File: src/rtl/fetch_pkg.sv
// Shared types and defaults for the instruction-fetch front end.
package fetch_pkg;

  localparam int unsigned DEF_PC_W    = 8;
  localparam int unsigned DEF_INSTR_W = 16;
  localparam int unsigned FETCH_CNT_W = 16;

  typedef struct packed {
    logic [DEF_PC_W-1:0]    pc;
    logic [DEF_INSTR_W-1:0] instr;
  } fetch_entry_t;

endpackage

File: src/rtl/fetch_fifo.sv
// Prefetch FIFO of {pc, instr} entries with wrap-bit pointers and a synchronous flush.
module fetch_fifo import fetch_pkg::*; #(
  parameter int unsigned DEPTH   = 4,
  parameter type         entry_t = fetch_entry_t
) (
  input  logic                   clk,
  input  logic                   reset,
  input  logic                   push,
  input  entry_t                 wdata,
  input  logic                   pop,
  input  logic                   flush,
  output entry_t                 rdata,
  output logic                   full,
  output logic                   empty,
  output logic [$clog2(DEPTH):0] count
);

  localparam int unsigned AW = $clog2(DEPTH);

  entry_t        mem_q [DEPTH];
  entry_t        hold_q;
  logic [AW:0]   wptr_q, rptr_q;
  logic [AW-1:0] waddr, raddr;

  assign waddr = wptr_q[AW-1:0];
  assign raddr = rptr_q[AW-1:0];
  assign count = wptr_q - rptr_q;
  assign empty = (wptr_q == rptr_q);
  assign full  = (wptr_q[AW] != rptr_q[AW]) && (waddr == raddr);

  // When empty, present the last head seen rather than stale storage.
  assign rdata = empty ? hold_q : mem_q[raddr];

  always_ff @(posedge clk or posedge reset) begin
    if (reset) begin
      wptr_q <= '0;
      rptr_q <= '0;
      hold_q <= '0;
    end else begin
      hold_q <= rdata;
      if (flush) begin
        wptr_q <= '0;
        rptr_q <= '0;
      end else begin
        if (push) wptr_q <= wptr_q + (AW+1)'(1);
        if (pop)  rptr_q <= rptr_q + (AW+1)'(1);
      end
    end
  end

  always_ff @(posedge clk) begin
    if (push && !flush) mem_q[waddr] <= wdata;
  end

endmodule

File: src/rtl/pc_fetch_unit.sv
// Fetch front end: fetch PC, instruction-memory requests, prefetch FIFO and redirect flush.
// Define FETCH_STATS_EN to add the fetch_cnt / flush_cnt statistics outputs.
module pc_fetch_unit import fetch_pkg::*; #(
  parameter int unsigned      PC_W       = DEF_PC_W,
  parameter int unsigned      INSTR_W    = DEF_INSTR_W,
  parameter int unsigned      FIFO_DEPTH = 4,
  parameter logic [PC_W-1:0]  RESET_PC   = '0
) (
  input  logic                        clk,
  input  logic                        reset,
  output logic [PC_W-1:0]             imem_addr,
  output logic                        imem_req,
  input  logic [INSTR_W-1:0]          imem_rdata,
  input  logic                        branch_taken,
  input  logic [PC_W-1:0]             branch_target,
  output logic                        instr_valid,
  output logic [INSTR_W-1:0]          instr,
  output logic [PC_W-1:0]             instr_pc,
  input  logic                        instr_ready,
  output logic [$clog2(FIFO_DEPTH):0] fifo_count
`ifdef FETCH_STATS_EN
  ,
  output logic [FETCH_CNT_W-1:0]      fetch_cnt,
  output logic [FETCH_CNT_W-1:0]      flush_cnt
`endif
);

  typedef struct packed {
    logic [PC_W-1:0]    pc;
    logic [INSTR_W-1:0] instr;
  } entry_t;

  logic [PC_W-1:0] fpc_q, fpc_d;
  logic [PC_W-1:0] pc_q;
  logic            inflight_q;
  logic            push, pop, fifo_full, fifo_empty;
  entry_t          wdata, rdata;

  // The in-flight slot is reserved up front so a response always has room.
  assign imem_req  = !reset && !branch_taken && !fifo_full &&
                     ((int'(fifo_count) + int'(inflight_q)) < int'(FIFO_DEPTH));
  assign imem_addr = fpc_q;

  assign push        = inflight_q && !branch_taken;
  assign pop         = instr_valid && instr_ready && !branch_taken;
  assign wdata.pc    = pc_q;
  assign wdata.instr = imem_rdata;

  assign instr_valid = !fifo_empty;
  assign instr       = rdata.instr;
  assign instr_pc    = rdata.pc;

  always_comb begin
    fpc_d = fpc_q;
    if (branch_taken) fpc_d = branch_target;
    else if (imem_req) fpc_d = fpc_q + PC_W'(1);
  end

  always_ff @(posedge clk or posedge reset) begin
    if (reset) begin
      fpc_q      <= RESET_PC;
      pc_q       <= '0;
      inflight_q <= 1'b0;
    end else begin
      fpc_q      <= fpc_d;
      inflight_q <= imem_req;
      if (imem_req) pc_q <= fpc_q;
    end
  end

  fetch_fifo #(
    .DEPTH   (FIFO_DEPTH),
    .entry_t (entry_t)
  ) u_fifo (
    .clk   (clk),
    .reset (reset),
    .push  (push),
    .wdata (wdata),
    .pop   (pop),
    .flush (branch_taken),
    .rdata (rdata),
    .full  (fifo_full),
    .empty (fifo_empty),
    .count (fifo_count)
  );

`ifdef FETCH_STATS_EN
  always_ff @(posedge clk or posedge reset) begin
    if (reset) begin
      fetch_cnt <= '0;
      flush_cnt <= '0;
    end else begin
      if (push)         fetch_cnt <= fetch_cnt + FETCH_CNT_W'(1);
      if (branch_taken) flush_cnt <= flush_cnt + FETCH_CNT_W'(1);
    end
  end
`endif

endmodule

File: config.mk
export PLATFORM = sky130hd
export DESIGN_NAME = pc_fetch_unit
export DESIGN_NICKNAME = d
export VERILOG_FILES = /design/src/rtl/fetch_pkg.sv /design/src/rtl/fetch_fifo.sv /design/src/rtl/pc_fetch_unit.sv
export SDC_FILE = /design/constraint.sdc
export NUM_CORES = 1
export LEC_CHECK = 0
export CAP_MARGIN = 20
export CORE_UTILIZATION = 60
export CTS_CLUSTER_DIAMETER = 200
export DETAILED_ROUTE_END_ITERATION = 10
export GPL_TIMING_DRIVEN = 1
export PLACE_DENSITY = 0.84
export SYNTH_ARGS = -nofsm -noshare
export SYNTH_HDL_FRONTEND = slang
export SYNTH_HIERARCHICAL = 1
export SYNTH_SLANG_ARGS = --single-unit
export TNS_END_PERCENT = 5
File: constraint.sdc
create_clock -name clk -period 4.4 [get_ports clk]
set_input_delay 0.44 -clock clk [delete_from_list [all_inputs] [get_ports clk]]
set_output_delay 0.44 -clock clk [all_outputs]
set_load 0.05 [all_outputs]
==> flow_metrics.env <==
export IMPL_status="complete, no violations"
export IMPL_synth_seq_cells=143
export IMPL_diodes=0
export IMPL_grtUsageTotal_pct=24.36
export IMPL_setup_viol=0
export IMPL_tns_ps=0
export IMPL_finalNonFillerCells=511
export IMPL_grt_first_pass_wirelength_mm=16.99
export IMPL_critPathArrivalTime_ps=3480
export IMPL_cpPeakStageDelay_ps=860
export IMPL_avgViaCountPerCell=5.824
export IMPL_hold_slack_ps=414.2
export IMPL_combinationalPowerShare_pct=23.2
export IMPL_r2r_start="u_fifo/wptr_q[0]"
export IMPL_synth_area_mm2=0.005694
export IMPL_yosys_warnings=6
export IMPL_irDropWorstVdd_uv=315.4
export IMPL_cts_setup_buffers=0
export IMPL_layout_min_cycle_time_ps=3916
export IMPL_drc=0
export IMPL_io_buffers=64
export IMPL_layout_common_cells="edfxtp_1 (96), clkdlybuf4s50_1 (64), dfrtp_1 (46), nand2_1 (28), mux4_2 (24)"
export IMPL_area_growth_synth_to_final_pct=23.84
export IMPL_die_height_um=99.42
export IMPL_avgSynthCellArea_um2=18.49
export IMPL_critPathKind="register to output pin"
export IMPL_powerDensity_mw_per_mm2=572.6
export IMPL_hold_viol_final=0
export IMPL_core_area_mm2=0.009196
export IMPL_grt_ovfl_total=0
export IMPL_dieArea_mm2=0.009884
export IMPL_antenna_found_initial=0
export IMPL_crit_chain="inv_1 -> ha_1 -> fa_1 -> xnor2_1 -> nor4_4 -> nand2_2 -> inv_2 -> clkdlybuf4s50_1"
export IMPL_worstSkewPairLatency_ps=520
export IMPL_cap_violations=0
export IMPL_fin_skew_ps=11.28
export IMPL_synthArstFlopShare_pct=32.87
export IMPL_ios=65
export IMPL_start_util_pct=61.92
export IMPL_dpl_cell_count=479
export IMPL_rows=35
export IMPL_max_freq_ghz=0.2553
export IMPL_syn_nets=345
export IMPL_multi_input_area_mm2=0.001500
export IMPL_cts_sinks=143
export IMPL_power_switching_share_pct=29.32
export IMPL_power_frac_seq_pct=40.7
export IMPL_fin_crit_sh_pct=89.01
export IMPL_critical_path_required_ps=3960
export IMPL_finalWirelength_mm=10.80
export IMPL_cts_root_buffer="clkbuf_8"
export IMPL_grtUsageMet3_pct=7.871
export IMPL_postCtsResizedCells=0
export IMPL_ys_seq_area_share_pct=71.28
export IMPL_hold_path_class="input port to asynchronous set/reset pin"
export IMPL_numCtsBuffers=17
export IMPL_grt_busiest_layer="met2"
export IMPL_hold_buffers=0
export IMPL_gp_congestion=0.8460
export IMPL_grt_util_met2_pct=39.05
export IMPL_grt_start_max_net_pins=31
export IMPL_cts_tree="yes"
export IMPL_startpoint_type="register"
export IMPL_h_tree_depth=4
export IMPL_synth_edf_count=96
export IMPL_clock_path_buffers=2
export IMPL_wl_per_cell_um=21.14
export IMPL_hpwl_mm=6.026
export IMPL_ff2ff_setup_slack_ps=1800
export IMPL_drtPass1Iterations=5
export IMPL_mostFrequentLayoutCell="edfxtp_1"
export IMPL_via_count=2976
export IMPL_r2r_end="imem_addr[7]"
export IMPL_cpMaxStageDelayCell="clkdlybuf4s50_1"
export IMPL_fillers=517
export IMPL_final_core_util_pct=76.68
export IMPL_worst_pin_slew_ps=909.5
export IMPL_p_int_mw=2.854
export IMPL_maxSlewViolCount=0
export IMPL_clkTransAtPathRegs_ps=60
export IMPL_maxSlewHeadroom_pct=39.37
export IMPL_leakagePower_nw=2.659
export IMPL_drt_initial_drc_count=150
export IMPL_synth_cell_types=38
export IMPL_grt_pass1_vias=3182
export IMPL_die_w_um=99.42
export IMPL_detail_route_antenna_nets=0
export IMPL_cp_end_kind="output pin"
export IMPL_finish_net_count=424
export IMPL_rsz0062_at_grt="no"
export IMPL_grt_use_met1_pct=30.70
export IMPL_seqCellArea_mm2=0.004060
export IMPL_syn_instance_count=308
export IMPL_synth_main_ff_cell="edfxtp_1"
export IMPL_p_clk_share_pct=36.1
export IMPL_cp_max_fo=17
export IMPL_rr_worst_depth=9
export IMPL_drive_gt1_share_pct=22.50
export IMPL_p_switching_mw=1.184
critical path: cells and delay by family, from the launching register on:
family | cells | cell delay (ps)
and+or+nand+nor | 2 | 480
xor gates and xnor gates | 1 | 190
buffers and inverters | 3 | 1260
adders and majority gates | 2 | 600
DFF | 1 | 410
sequential cells by signal, indices dropped and copies added, names as in the netlist:
| register | cells |
|---|---|
| u_fifo/wptr_q | 3 |
| u_fifo/rptr_q | 3 |
| u_fifo/mem_q | 96 |
| imem_addr | 8 |
| u_fifo/hold_q | 24 |
| inflight_q | 1 |
| pc_q | 8 |
cells in the mapped netlist (2+ instances only):
master	number	area, µm²
a21oi_1	2	10.01
a21o_1	2	15.01
mux4_2	24	540.5
xnor2_1	5	43.79
ha_1	8	100.1
nor3b_1	2	15.01
a221o_1	3	30.03
clkbuf_1	3	11.26
nor2_1	10	37.54
nor3_1	2	10.01
and2_1	4	25.02
o21bai_1	2	15.01
mux2_4	19	285.3
nand2_1	28	105.1
edfxtp_1	96	2883
mux2i_1	2	20.02
o21ai_0	5	25.02
mux2_1	5	56.30
nor2b_1	2	12.51
buf_6	6	67.56
a22oi_1	3	22.52
or3_1	2	12.51
inv_1	10	37.54
dfrtp_1	47	1176
nand3_1	2	10.01
xor2_1	2	17.52
power groups by stage:
stage / registers [mW] / logic [mW] / clock network [mW]
after floorplan: 1.68 / 0.634 / 0
after global placement: 1.66 / 0.916 / 0
after detailed placement: 1.66 / 0.929 / 0
after CTS: 1.64 / 0.942 / 1.48
after global routing: 1.66 / 0.975 / 1.54
final: 1.64 / 0.935 / 1.46
kinds of logic after synthesis:
kind of cell | count (synthesis) | synth area share (%)
muxes | 50 | 15.84
DFF | 143 | 71.28
AOI/OAI and AO/OA | 19 | 2.417
xor gates and xnor gates | 7 | 1.077
and+or+nand+nor | 57 | 4.878
buffers and inverters | 23 | 2.395
adders and majority gates | 9 | 2.110
area by class of cell:
cell class | instances | share of cell area [%]
timing repair buffer | 72 | 9.936
multi-input combinational | 142 | 21.27
tap | 111 | 1.969
sequential | 143 | 57.58
inverter | 11 | 0.5855
clock buffer | 18 | 5.926
clock inverter | 14 | 2.732
worst max-delay path by stage:
stage	depth (start not counted)	slack [ps]	start	to
global route	8	310	u_fifo/wptr_q[0]	imem_req
floorplan	8	1430	u_fifo/wptr_q[0]	imem_req
global placement	8	1150	u_fifo/wptr_q[0]	imem_req
detailed placement	8	1030	u_fifo/wptr_q[0]	imem_req
finish	8	480	u_fifo/wptr_q[0]	imem_req
CTS	8	460	u_fifo/wptr_q[0]	imem_req
routing by layer:
| layer | up-vias | part of all wire (%) |
|---|---|---|
| met5 | - | 0 |
| met4 | 0 | 2.1 |
| met3 | 18 | 5.9 |
| met2 | 120 | 51 |
| met1 | 1515 | 41 |
| li1 | 1323 | - |
metrics by stage:
| step | area [µm²] | setup WS, ps | total power [mW] |
|---|---|---|---|
| finish | 7052 | 483.7 | 4.038 |
| global route | 7052 | 312.2 | 4.167 |
| CTS | 7052 | 461.5 | 4.065 |
| detailed placement | 6441 | 1027 | 2.594 |
| global placement | 6441 | 1150 | 2.574 |
| floorplan | 5694 | 1434 | 2.310 |
Note: power is estimated with default switching activity, not from simulation.
